## src/rtl/board_gen_lfsr.sv

```systemverilog
// rtl/board_gen_lfsr.sv - Memory Matrix board generator with an exact lit-tile count.
// A free-running XNOR LFSR picks tile indices; a bounded miss counter forces placement.
module board_gen_lfsr #(
    parameter int                ROWS     = 4,
    parameter int                COLS     = 4,
    parameter int                LFSR_W   = 16,
    parameter logic [LFSR_W-1:0] TAPS     = 16'hB400,
    parameter int                MAX_MISS = 32,
    localparam int               N        = ROWS * COLS,
    localparam int               IDX_W    = ($clog2(N) < 1) ? 1 : $clog2(N),
    localparam int               CNT_W    = $clog2(N + 1)
) (
    input  logic              clk,
    input  logic              reset,
    input  logic              start,
    input  logic [CNT_W-1:0]  num_lit,
    input  logic              seed_load,
    input  logic [LFSR_W-1:0] seed,
    output logic              busy,
    output logic              done,
    output logic [N-1:0]      board,
    output logic [CNT_W-1:0]  lit_count
);

    localparam int                MISS_W    = (MAX_MISS > 1) ? $clog2(MAX_MISS) : 1;
    localparam logic [MISS_W-1:0] MISS_LAST = MISS_W'(MAX_MISS - 1);
    localparam logic [CNT_W-1:0]  N_C       = CNT_W'(N);
    localparam logic [LFSR_W-1:0] LOCKUP    = '1;

    typedef enum logic [1:0] {
        S_IDLE,
        S_PLACE,
        S_DONE
    } state_t;

    state_t              state;
    state_t              state_nx;
    logic [LFSR_W-1:0]   lfsr;
    logic [LFSR_W-1:0]   lfsr_nx;
    logic                fb;
    logic [CNT_W-1:0]    target;
    logic [MISS_W-1:0]   miss;
    logic [IDX_W-1:0]    idx;
    logic                idx_ok;
    logic [IDX_W-1:0]    free_idx;
    logic [IDX_W-1:0]    place_idx;
    logic                place_en;
    logic                miss_inc;
    logic                accept;

    assign fb  = ~^(lfsr & TAPS);
    assign idx = lfsr[IDX_W-1:0];

    // Only non-power-of-two boards can draw an index past the last tile.
    generate
        if (N == (1 << IDX_W)) begin : g_pow2
            assign idx_ok = 1'b1;
        end else begin : g_npow2
            localparam logic [IDX_W-1:0] N_I = IDX_W'(N);
            assign idx_ok = (idx < N_I);
        end
    endgenerate

    always_comb begin
        free_idx = '0;
        for (int i = N - 1; i >= 0; i--) begin
            if (!board[i]) begin
                free_idx = IDX_W'(i);
            end
        end
    end

    // A seed of all-ones would park the XNOR LFSR forever, so it is mapped to zero.
    always_comb begin
        lfsr_nx = {lfsr[LFSR_W-2:0], fb};
        if (state == S_IDLE && seed_load) begin
            lfsr_nx = (seed == LOCKUP) ? '0 : seed;
        end
    end

    always_comb begin
        state_nx  = state;
        busy      = 1'b0;
        done      = 1'b0;
        accept    = 1'b0;
        place_en  = 1'b0;
        place_idx = idx;
        miss_inc  = 1'b0;
        case (state)
            S_IDLE: begin
                if (start) begin
                    accept   = 1'b1;
                    state_nx = S_PLACE;
                end
            end
            S_PLACE: begin
                busy = 1'b1;
                if (lit_count == target) begin
                    state_nx = S_DONE;
                end else if (idx_ok && !board[idx]) begin
                    place_en = 1'b1;
                end else if (miss == MISS_LAST) begin
                    place_en  = 1'b1;
                    place_idx = free_idx;
                end else begin
                    miss_inc = 1'b1;
                end
            end
            S_DONE: begin
                done     = 1'b1;
                state_nx = S_IDLE;
            end
            default: state_nx = S_IDLE;
        endcase
    end

    always_ff @(posedge clk or negedge reset) begin
        if (!reset) begin
            state <= S_IDLE;
        end else begin
            state <= state_nx;
        end
    end

    always_ff @(posedge clk or negedge reset) begin
        if (!reset) begin
            lfsr      <= '0;
            board     <= '0;
            lit_count <= '0;
            miss      <= '0;
            target    <= '0;
        end else begin
            lfsr <= lfsr_nx;
            if (accept) begin
                target    <= (num_lit > N_C) ? N_C : num_lit;
                board     <= '0;
                lit_count <= '0;
                miss      <= '0;
            end else if (place_en) begin
                board[place_idx] <= 1'b1;
                lit_count        <= lit_count + 1'b1;
                miss             <= '0;
            end else if (miss_inc) begin
                miss <= miss + 1'b1;
            end
        end
    end

endmodule

```

## config.mk

```make
export PLATFORM = sky130hd
export DESIGN_NAME = board_gen_lfsr
export DESIGN_NICKNAME = d
export VERILOG_FILES = /design/src/rtl/board_gen_lfsr.sv
export SDC_FILE = /design/constraint.sdc
export NUM_CORES = 1
export LEC_CHECK = 0
export CAP_MARGIN = 20
export CELL_PAD_IN_SITES_DETAIL_PLACEMENT = 1
export CELL_PAD_IN_SITES_GLOBAL_PLACEMENT = 1
export CORE_ASPECT_RATIO = 1.5
export CORE_MARGIN = 4
export CORE_UTILIZATION = 43
export DETAILED_ROUTE_END_ITERATION = 6
export PLACE_DENSITY_LB_ADDON = 0.1
export SLEW_MARGIN = 20
export SYNTH_ARGS = -nofsm -noshare
export SYNTH_HDL_FRONTEND = slang
export SYNTH_SLANG_ARGS = --single-unit
```

## constraint.sdc

```tcl
create_clock -name clk -period 5.5 [get_ports clk]
set_input_delay 0.55 -clock clk [delete_from_list [all_inputs] [get_ports clk]]
set_output_delay 0.55 -clock clk [all_outputs]
set_load 0.005 [all_outputs]
```

==> results.md <==
- Fin crit share: between 50 and 60%
- Fillers: approximately 660
- #FFs+latches synth: 49
- Yosys warnings: 0
- Seq/Total Area, Yosys: 47.5%
- FMAX: 346 MHz
- Most frequent cell after synthesis: dfrtp_1
- H-tree depth: 2
- Global-route wire length before repair: ~12,000 um
- Routed wire length per instance: 19.3 um
- Max Cap Viol: 0
- Die height: approximately 100 um
- Total Neg Setup Slack: 0 ns
- R2R setup slack: 2.61 ns
- Drt total wl: 7280 um
- Post-CTS Setup Repair Bufs: 0
- Finish-stage setup viols: 0
- Pre-CTS setup slack: 2.68 ns
- Worst slew pin tran: 1.02 ns
- Port-buffer cells: 47
- Area growth syn-to-layout: 24.5%
- DP HPWL: 5260 um
- Clk slew on worst S/H paths: roughly 0.090 ns
- RSZ-0062 raised after global routing: false
- Initial Util: 44.3%
- Ys async rst share: between 90% and 100%
- Post-synthesis cell type count: 53
- R2r endpoint: board[6]
- GRT overflow: 0
- Initial antenna violation count: 0
- Max VDD drop: 0.000253 V
- PnR worst setup slack: 2.61 ns
- Clk buf depth: 2
- Slew headroom: 31.6%
- Final min period: about 2.9 ns
- Core Area: 5830 sq um
- Dominant cell type by area after synthesis: dfrtp_1
- Gpl congestion: 0.890
- Pwr Density: 540 nW/um^2
- Hold Vio Cnt, Final: 0
- Post-layout nets: 333
- I/O pin count: 48
- Synth Instances: 260
- DR iter-0 viols: 215
- Post-route DRC: 0
- Drt first pass iters: 4
- Inserted Clock Buffers: 5
- Root Buffer: clkbuf_8
- Hold Path Class: input pin to async pin
- Fraction of layout cells with a size suffix above 1: 5.56%
- Die area: 7340 sq um
- Main synth FF type: dfrtp_1
- Crit Path Max Fanout: 12
- Syn_nets: 288
- WP data arrival: 3.05 ns
- Worst path required time: 5.66 ns
- Worst-skew pair later-pin latency: 0.31 ns
- Area contributors post-synth: dfrtp_1 47%, nand2_1 6.4%, a22o_1 5.8%
- Commonest cells in the netlist: 49 x dfrtp_1, 44 x nand2_1, 17 x a22o_1
- Avg Cell Area, Syn: 9.93 sq um
- Max-slew violation count: 0
- Share of the synthesized area in the top cell type: 47.5%
- Final antenna-violating net count: 0
- LEAKAGE: 0.00138 uW
- Reg2Reg Depth: 6
- WS Path Type: flip-flop to flip-flop
- Fin Hold WS: 0.251 ns
- Number of synthesized flops with an enable pin: 0
- Clock Skew: 0.00700 ns
- Status: finished, final reports clean
- All-Layer GR Usage: between 20% and 30%
- Tot Pwr: about 1700 uW
- Mapped cell area: 2580 sq um
- Die W: between 70 and 80 um
- Maximum number of pins on one net before global-route repair: 50
- Via count: 2,254
- Reg2reg start: lfsr[0]
- Diodes inserted: 0
- Clk sink count: 49
- Via density per instance: 5.96
- CTS Hold Bufs: 0
- CP startpoint kind: flip-flop
- Post-cts resize count: 0
- Site row count: 34
- CTS tree: yes
- CP endpoint kind: flip-flop
- Number of global-route vias before repair: between 2,000 and 2,500
==> worst max-delay path, cell delays in order (launching register included) <==
cell	delay, ns
dfrtp_1	0.69
inv_1	0.19
a2111oi_0	0.71
o31ai_2	0.27
and3_1	0.29
a31oi_1	0.41
o22ai_1	0.17
==> where the power goes <==
group / switching [uW] / internal, uW
clock: 123 / 148
sequential: 173 / 495
combinational: 428 / 370
total: 724 / 1010
==> layer usage <==
metal  GRT usage (%)  up-vias  part of all wire, %
li1                -     1060                    -
met1            25.5     1125                   40
met2            38.3       58                   54
met3            2.34       11                  3.8
met4            6.66        0                  1.5
met5               0        -                    0
==> layout by cell type (no fill, tap or decap), drive strengths merged, types with 2 or more instances in the layout <==
cell type	instances
a21oi	8
nor2b	4
inv	8
and3	4
o31a	2
nor2	9
ha	3
a311oi	4
xor2	8
clkbuf	7
a31oi	6
mux2i	9
a22o	17
nand2	44
nand2b	3
nand3b	4
nand3	7
o21ai	17
nor3	2
o21a	3
dfrtp	49
clkdlybuf4s50	46
and2	3
o22ai	3
xnor2	2
nand4	10
o31ai	3
==> area by class of cell <==
class	count	area, sq um	share of cell area (%)
tap	72	90.1	2.80
inverter	8	30.0	0.934
sequential	49	1230	38.1
timing repair buffer	47	468	14.6
multi-input combinational	194	1280	39.9
clock inverter	1	30.0	0.934
clock buffer	7	86.3	2.69
==> worst max-delay path by stage <==
stage,endpoint,slack (ns),start
floorplan,miss[3],3.26,lfsr[0]
global route,board[1],2.38,lfsr[0]
CTS,board[6],2.65,lfsr[0]
global placement,board[10],2.84,lfsr[0]
finish,board[6],2.61,lfsr[0]
detailed placement,board[6],2.68,lfsr[0]
==> stage by stage <==
step / cells / area [sq um] / utilization, %
3_3_place_gp: 370 / 3100 / 53.1
3_5_place_dp: 370 / 3100 / 53.1
5_1_grt: 378 / 3210 / 55.2
6_report: 378 / 3210 / 55.2
4_1_cts: 378 / 3210 / 55.1
2_1_floorplan: 260 / 2580 / -
==> flip-flops by register name, summed over array words and instances, names as in the netlist <==
signal	count
board	16
lfsr	16
lit_count	5
miss	5
target	5
state	2
==> cells by family (layout without fill, tap and decap cells) <==
kind of cell / count (synthesis) / after routing / synth area share, %
DFF: 49 / 49 / 47.5
adders and majority gates: 3 / 3 / 1.45
muxes: 11 / 11 / 4.80
xor gates and xnor gates: 10 / 10 / 3.39
and+or+nand+nor: 97 / 97 / 18.8
buffers and inverters: 17 / 63 / 2.81
AOI/OAI and AO/OA: 73 / 73 / 21.3
No activity file was read; power rests on OpenSTA's default activity.
